<file path="src/rtl/ssd_pkg.sv">
// Shared definitions for the seven-segment scan driver: glyphs, blank pattern,
// controller state encoding and BCD sizing.
package ssd_pkg;

  typedef enum logic {
    IDLE    = 1'b0,
    CONVERT = 1'b1
  } scan_state_t;

  localparam logic [7:0] BLANK_CATH = 8'hFF;

  // {a,b,c,d,e,f,g}, active-low; entry [n] is the glyph for hex digit n.
  localparam logic [15:0][6:0] GLYPH_TBL = {
    7'b0111000,  // F
    7'b0110000,  // E
    7'b1000010,  // D
    7'b0110001,  // C
    7'b1100000,  // B
    7'b0001000,  // A
    7'b0000100,  // 9
    7'b0000000,  // 8
    7'b0001111,  // 7
    7'b0100000,  // 6
    7'b0100100,  // 5
    7'b1001100,  // 4
    7'b0000110,  // 3
    7'b0010010,  // 2
    7'b1001111,  // 1
    7'b0000001   // 0
  };

  // ceil(bits * log10(2)), enough decimal digits for any bits-wide value.
  function automatic int bcd_digits(input int bits);
    return (bits * 30103 + 99999) / 100000;
  endfunction

endpackage

</file>
<file path="src/rtl/bin2bcd_seq.sv">
// Sequential shift-add-3 binary to BCD converter, one input bit per clock.
// done and bcd are combinational on the final step so the caller can commit on that edge.
module bin2bcd_seq #(
  parameter int BIN_W      = 16,
  parameter int BCD_DIGITS = 5
) (
  input  logic                    board_clk,
  input  logic                    Reset,
  input  logic                    start,
  input  logic [BIN_W-1:0]        bin,
  output logic                    busy,
  output logic                    done,
  output logic [4*BCD_DIGITS-1:0] bcd
);

  localparam int BCD_W = 4 * BCD_DIGITS;
  localparam int CNT_W = $clog2(BIN_W + 1);

  logic [BIN_W-1:0] sh_q;
  logic [BCD_W-1:0] acc_q;
  logic [BCD_W-1:0] acc_adj;
  logic [CNT_W-1:0] cnt_q;

  always_comb begin
    acc_adj = acc_q;
    for (int i = 0; i < BCD_DIGITS; i++) begin
      if (acc_q[4*i +: 4] >= 4'd5) acc_adj[4*i +: 4] = acc_q[4*i +: 4] + 4'd3;
    end
  end

  assign bcd  = {acc_adj[BCD_W-2:0], sh_q[BIN_W-1]};
  assign done = busy && (cnt_q == '0);

  always_ff @(posedge board_clk or posedge Reset) begin
    if (Reset) begin
      busy  <= 1'b0;
      sh_q  <= '0;
      acc_q <= '0;
      cnt_q <= '0;
    end else if (start && !busy) begin
      busy  <= 1'b1;
      sh_q  <= bin;
      acc_q <= '0;
      cnt_q <= CNT_W'(BIN_W - 1);
    end else if (busy) begin
      sh_q  <= sh_q << 1;
      acc_q <= bcd;
      if (cnt_q == '0) busy <= 1'b0;
      else             cnt_q <= cnt_q - 1'b1;
    end
  end

endmodule

</file>
<file path="src/rtl/ssd_scan_driver.sv">
// Multiplexed seven-segment scan driver with hex/decimal load, leading-zero
// blanking and registered anode/cathode outputs.
module ssd_scan_driver
  import ssd_pkg::*;
#(
  parameter int NUM_DIGITS    = 4,
  parameter int SCAN_DIV_BITS = 18,
  parameter int VALUE_W       = 16
) (
  input  logic                  board_clk,
  input  logic                  Reset,
  input  logic [VALUE_W-1:0]    value,
  input  logic                  value_valid,
  output logic                  value_ready,
  input  logic                  mode_dec,
  input  logic                  lz_blank,
  input  logic [NUM_DIGITS-1:0] digit_en,
  input  logic [NUM_DIGITS-1:0] dp_mask,
  output logic [NUM_DIGITS-1:0] an,
  output logic [7:0]            cathodes,
  output logic                  busy,
  output logic                  overflow
);

  localparam int BCD_DIGITS = bcd_digits(VALUE_W);
  localparam int BCD_W      = 4 * BCD_DIGITS;
  localparam int DISP_W     = 4 * NUM_DIGITS;
  localparam int IDX_W      = (NUM_DIGITS > 1) ? $clog2(NUM_DIGITS) : 1;

  scan_state_t              state_q;
  logic [SCAN_DIV_BITS-1:0] presc_q;
  logic [IDX_W-1:0]         idx_q;
  logic [DISP_W-1:0]        disp_q;
  logic                     lz_q;
  logic                     lz_pend_q;

  logic                     accept;
  logic                     conv_busy;
  logic                     conv_done;
  logic [BCD_W-1:0]         conv_bcd;
  logic [DISP_W-1:0]        hex_disp;
  logic [DISP_W-1:0]        dec_disp;
  logic                     dec_ovf;
  logic [NUM_DIGITS-1:0]    blank;
  logic [3:0]               cur_nib;
  logic                     show;

  assign value_ready = (state_q == IDLE) && !conv_busy;
  assign busy        = (state_q == CONVERT);
  assign accept      = value_valid && value_ready;

  bin2bcd_seq #(
    .BIN_W      (VALUE_W),
    .BCD_DIGITS (BCD_DIGITS)
  ) u_bin2bcd (
    .board_clk (board_clk),
    .Reset     (Reset),
    .start     (accept && mode_dec),
    .bin       (value),
    .busy      (conv_busy),
    .done      (conv_done),
    .bcd       (conv_bcd)
  );

  // Fit the hex value and the BCD result to the display width.
  if (VALUE_W >= DISP_W) begin : g_hex_trunc
    assign hex_disp = value[DISP_W-1:0];
  end else begin : g_hex_ext
    assign hex_disp = {{(DISP_W - VALUE_W){1'b0}}, value};
  end

  if (BCD_W > DISP_W) begin : g_bcd_trunc
    assign dec_disp = conv_bcd[DISP_W-1:0];
    assign dec_ovf  = |conv_bcd[BCD_W-1:DISP_W];
  end else if (BCD_W == DISP_W) begin : g_bcd_fit
    assign dec_disp = conv_bcd;
    assign dec_ovf  = 1'b0;
  end else begin : g_bcd_ext
    assign dec_disp = {{(DISP_W - BCD_W){1'b0}}, conv_bcd};
    assign dec_ovf  = 1'b0;
  end

  // A digit is blanked when it and everything above it is zero; digit 0 always shows.
  always_comb begin
    logic nz_above;
    nz_above = 1'b0;
    blank    = '0;
    for (int k = NUM_DIGITS - 1; k >= 0; k--) begin
      nz_above = nz_above | (disp_q[4*k +: 4] != 4'd0);
      blank[k] = lz_q && (k != 0) && !nz_above;
    end
  end

  assign cur_nib = disp_q[{idx_q, 2'b00} +: 4];
  assign show    = digit_en[idx_q] && !blank[idx_q];

  always_ff @(posedge board_clk or posedge Reset) begin
    if (Reset) begin
      presc_q  <= '0;
      idx_q    <= '0;
      an       <= '1;
      cathodes <= BLANK_CATH;
    end else begin
      presc_q <= presc_q + 1'b1;
      if (&presc_q) begin
        if (idx_q == IDX_W'(NUM_DIGITS - 1)) idx_q <= '0;
        else                                 idx_q <= idx_q + 1'b1;
      end
      if (show) begin
        an       <= ~(NUM_DIGITS'(1) << idx_q);
        cathodes <= {GLYPH_TBL[cur_nib], ~dp_mask[idx_q]};
      end else begin
        an       <= '1;
        cathodes <= BLANK_CATH;
      end
    end
  end

  // lz_blank is held pending during conversion so the old display keeps its own blanking.
  always_ff @(posedge board_clk or posedge Reset) begin
    if (Reset) begin
      state_q   <= IDLE;
      disp_q    <= '0;
      lz_q      <= 1'b0;
      lz_pend_q <= 1'b0;
      overflow  <= 1'b0;
    end else begin
      case (state_q)
        IDLE: begin
          if (accept) begin
            lz_pend_q <= lz_blank;
            if (mode_dec) begin
              state_q <= CONVERT;
            end else begin
              disp_q   <= hex_disp;
              lz_q     <= lz_blank;
              overflow <= 1'b0;
            end
          end
        end
        CONVERT: begin
          if (conv_done) begin
            disp_q   <= dec_disp;
            lz_q     <= lz_pend_q;
            overflow <= dec_ovf;
            state_q  <= IDLE;
          end
        end
        default: state_q <= IDLE;
      endcase
    end
  end

endmodule

</file>
<file path="config.mk">
export PLATFORM = sky130hd
export DESIGN_NAME = ssd_scan_driver
export DESIGN_NICKNAME = d
export VERILOG_FILES = /design/src/rtl/ssd_pkg.sv /design/src/rtl/bin2bcd_seq.sv /design/src/rtl/ssd_scan_driver.sv
export SDC_FILE = /design/constraint.sdc
export NUM_CORES = 1
export LEC_CHECK = 0
export ABC_AREA = 0
export CAP_MARGIN = 20
export CELL_PAD_IN_SITES_DETAIL_PLACEMENT = 1
export CELL_PAD_IN_SITES_GLOBAL_PLACEMENT = 1
export CORE_AREA = 2 2 96 121
export CTS_CLUSTER_SIZE = 16
export DETAILED_ROUTE_END_ITERATION = 6
export DIE_AREA = 0 0 98 123
export PLACE_DENSITY = 0.77
export SYNTH_ARGS = -nofsm -noshare
export SYNTH_HDL_FRONTEND = slang
export SYNTH_SLANG_ARGS = --single-unit
</file>
<file path="constraint.sdc">
create_clock -name board_clk -period 4.1 [get_ports board_clk]
set_clock_uncertainty 0.2 [all_clocks]
set_input_delay 0.82 -clock board_clk [delete_from_list [all_inputs] [get_ports board_clk]]
set_output_delay 0.82 -clock board_clk [all_outputs]
set_load 0.01 [all_outputs]
</file>
==> results.md <==
* Status: completed
* Final-layout fill cell count at 1,191
* Starting DRT DRC Count at 134
* Routing usage on met1 at 0.262
* Cell accounting for the most synthesized area: sky130_fd_sc_hd__dfrtp_1
* Top cell type's share of synthesized area at 0.417
* Headroom to the max-slew limit at 0.350
* Critical Path Source Type: flop
* Final #Nets at between 500 and 600
* Total clock buffers created by CTS at 9
* Synthesized-area fraction occupied by adder cells at 0.0560
* Number of antenna violations at the first check in global routing at 0
* PD cells at between 600 and 700 mW/mm²
* Most area-consuming cells after synthesis: sky130_fd_sc_hd__dfrtp_1 (42%), sky130_fd_sc_hd__nand2_1 (6.6%), sky130_fd_sc_hd__dfstp_2 (6.4%)
* Post-synthesis cell count at between 400 and 500
* Maximum clock insertion buffer count at 2
* First-pass GRT wire length at 19,800 µm
* Area taken by multi-input logic gates at approximately 0.0023 mm²
* Type of the tightest min-delay check: reg2reg
* Fraction of power spent switching nets at 0.374
* Routed wire length per instance at approximately 18 µm
* Initial Util at 0.450
* Core region area at roughly 0.011 mm²
* Portion of total power attributed to sequential cells at 0.374
* Total iterations of the first detailed-routing run at 4
* Total DRC errors in the routed layout at 0
* Hold-fix buffers, CTS at 0
* Post-route worst hold slack at 275 ps
* Data arrival time of the critical path at approximately 1900 ps
* Path type of the worst setup path: reg2out
* Global routing usage on met2 at 0.363
* Setup ws final at 1230 ps
* H-tree levels at 3
* TritonCTS clock tree: built
* Total gr overflow at 0
* Post-synthesis share of cell area spent on xor and xnor gates at 0.0463
* Leakage power total at roughly 2.7 nW
* Fraction of final layout cells sized beyond drive strength 1 at 0.105
* Async set-reset flop share out of synthesis at 1.00
* Count of different cell masters after synthesis at 49
* Unrepaired setup endpoints after global routing: no
* Cell with the most instances after synthesis: sky130_fd_sc_hd__nand2_1
* Hpwl dp at 8170 µm
* Slowest stage delay, CP at ~560 ps
* Worst-case register-to-register setup slack at between 1000 and 1500 ps
* Hold Startpoint: presc_q[4]$_DFF_PP0_
* Share of total power in the clock network at 0.224
* Number of antenna cells inserted at 0
* Clock tree root driver cell: sky130_fd_sc_hd__clkbuf_16
* Count of pins on the block boundary at between 40 and 50
* Post-route minimum period at around 2900 ps
* Gates resized, CTS repair at 0
* Critical path required time at 3080 ps
* Share of synthesized area occupied by flip-flops and latches at 0.481
* Weighted congestion reported at the end of routability-driven placement at around 0.8
* Delay-heaviest family, CP: buffers and inverters
* Most used flip-flop cell after synthesis: sky130_fd_sc_hd__dfrtp_1
* Max_cap viols at 0
* EDFF count, synth at 0
* Mean area per synthesized cell at just over 10 µm²
* Clock transition at the registers of the reported paths at 60 ps
* Final number of hold-violating endpoints at 0
* Mapped Nets at approximately 530
* Power dissipated by switching net loads at roughly 1.5 mW
* Post-route clock period utilization at 0.700
* Die Y-Extent at approximately 120 µm
* # clock sinks at between 90 and 100
* Launch point of the critical path: u_bin2bcd.busy$_DFF_PP0_
* Number of flip-flops and latches in the synthesized netlist at 94
* Global-route usage over all layers at 0.209
* Slew of the pin with the lowest slew margin at ~970 ps
* Crit path cell chain: buf_4 -> nor2_2 -> clkdlybuf4s50_1
* Average via count per standard cell at approximately 5.6
* Largest fanout of any net on the critical path at 43
* Warnings, synthesis at 0
* Post-layout utilization of the core at 0.529
* Endpoints failing setup at 0
* Setup tns final at 0 ps
* Number of nets with antenna violations after routing at 0
* Post-synth top cells: sky130_fd_sc_hd__nand2_1 (87), sky130_fd_sc_hd__dfrtp_1 (82), sky130_fd_sc_hd__inv_1 (36), sky130_fd_sc_hd__mux2i_1 (24), sky130_fd_sc_hd__ha_1 (22)
* Worst reg2reg startpoint: u_bin2bcd.busy$_DFF_PP0_
* Met3 track utilization from global routing at 0.0317
* Global route hottest layer: met2
* Highest Clock Rate at 0.348 GHz
* Slowest stage cell on the critical path: sky130_fd_sc_hd__clkdlybuf4s50_1
* Cell area after synthesis at a little under 0.005 mm²
* Setup bufs post-CTS at 0
* Port Buffer Count at 43
* Pins over their slew limit at 0
* Total area of sequential cells at 0.00237 mm²
* Area share of and/or/nand/nor cells after synthesis at 0.141
* Horizontal die dimension at 98 µm
* Setup WS pre-CTS at ~1100 ps
* Share of cell area taken by muxes after synthesis at 0.0931
* Worst Setup End Kind: output port
* Via total after detailed routing at about 3,700
* CP bufs+invs at 2
* Number of standard-cell rows in the floorplan at 43
* Internal power at ~2.5 mW
* Final wirelength at around 12,000 µm
* Clock Latency Late Sink at ~340 ps
* Number of global-route vias before repair at about 3,900
* Combinational Power Share at 0.402
* Synth Area in Compound Gates at 0.129
* Largest net degree at the start of global routing at between 40 and 50
* Die area at 0.0121 mm²
* Total power at roughly 4.0 mW
* Synthesis-to-layout area growth at 17.3%
* Main combinational cell family by area after synthesis: simple AND/OR/NAND/NOR gates
* VDD IR-drop max at between 0.0003 and 0.0004 V
## path summary, 6_finish.rpt
check | end | cells past startpoint
min in group asynchronous | presc_q[16]$_DFF_PP0_ | 2
hold / removal | presc_q[4]$_DFF_PP0_ | 1
setup / recovery | value_ready | 3
max in group asynchronous | u_bin2bcd.acc_q[5]$_DFFE_PP0P_ | 3
setup reg to reg | u_bin2bcd.sh_q[1]$_DFFE_PP0P_ | 6
hold reg to reg | presc_q[4]$_DFF_PP0_ | 1
## per-stage QoR
stage	cells	instance area, µm²
final	658	5770
after global routing	658	5770
after CTS	658	5770
after detailed placement	642	5460
after global placement	642	5460
after floorplan	480	4920
## cells in the final DEF (no fill, tap or decap), types with 2 or more instances in the layout
master	instances
sky130_fd_sc_hd__nand2_1	87
sky130_fd_sc_hd__inv_1	35
sky130_fd_sc_hd__a221oi_1	11
sky130_fd_sc_hd__mux4_2	5
sky130_fd_sc_hd__clkinv_2	3
sky130_fd_sc_hd__dfstp_2	12
sky130_fd_sc_hd__nand2b_1	5
sky130_fd_sc_hd__mux2_2	8
sky130_fd_sc_hd__buf_4	8
sky130_fd_sc_hd__ha_1	22
sky130_fd_sc_hd__a21oi_1	13
sky130_fd_sc_hd__nor4_1	3
sky130_fd_sc_hd__bufinv_16	2
sky130_fd_sc_hd__dfrtp_1	82
sky130_fd_sc_hd__a22oi_1	18
sky130_fd_sc_hd__o21ai_0	20
sky130_fd_sc_hd__mux2i_1	24
sky130_fd_sc_hd__clkbuf_16	9
sky130_fd_sc_hd__or3_1	2
sky130_fd_sc_hd__xnor2_1	19
sky130_fd_sc_hd__clkdlybuf4s50_1	43
sky130_fd_sc_hd__nor2_1	10
sky130_fd_sc_hd__nand4_1	3
sky130_fd_sc_hd__and3_1	4
sky130_fd_sc_hd__o211ai_1	4
sky130_fd_sc_hd__a21o_1	13
sky130_fd_sc_hd__o221ai_1	3
sky130_fd_sc_hd__clkbuf_1	2
sky130_fd_sc_hd__nand3_1	8
sky130_fd_sc_hd__nor3_1	5
sky130_fd_sc_hd__and4_1	2
sky130_fd_sc_hd__nor3b_1	10
sky130_fd_sc_hd__xor2_1	7
sky130_fd_sc_hd__a31oi_1	4
## metal layers
layer | wire, µm | share of wire | vias up
met5 | 0 | 0 | -
met4 | 239 | 0.021 | 0
met3 | 321 | 0.028 | 19
met2 | 6050 | 0.52 | 67
met1 | 5020 | 0.43 | 1843
li1 | - | - | 1742
## kinds of logic after synthesis
family                   Yosys count
flip-flops                        94
AO/OA/AOI/OAI                     93
buffers and inverters             61
XOR/XNOR                          26
AND/OR/NAND/NOR                  146
adder cells (fa/ha/maj)           22
multiplexers                      38
## state kept, by name (all words and copies together), names as in the netlist
signal           count
an                   4
busy                 1
cathodes             8
disp_q              16
idx_q                2
lz_pend_q            1
lz_q                 1
overflow             1
presc_q             18
u_bin2bcd.acc_q     20
u_bin2bcd.busy       1
u_bin2bcd.cnt_q      5
u_bin2bcd.sh_q      16
## final cells by class
class / instances / area share
flip-flops and latches: 94 / 0.410
clock buffers: 12 / 0.0427
inverters: 37 / 0.0243
clock inverters: 4 / 0.0121
repair buffers: 51 / 0.0850
well taps: 135 / 0.0293
multi-input cells: 325 / 0.397
## power by group through the flow
| stage | Combinational [mW] | Clock [mW] | Sequential [mW] |
|---|---|---|---|
| floorplan | 1.19 | 0 | 1.46 |
| global placement | 1.53 | 0 | 1.49 |
| detailed placement | 1.62 | 0 | 1.51 |
| CTS | 1.64 | 0.913 | 1.51 |
| global route | 1.83 | 0.955 | 1.55 |
| finish | 1.62 | 0.900 | 1.51 |
(Power assumes the default switching activity.)
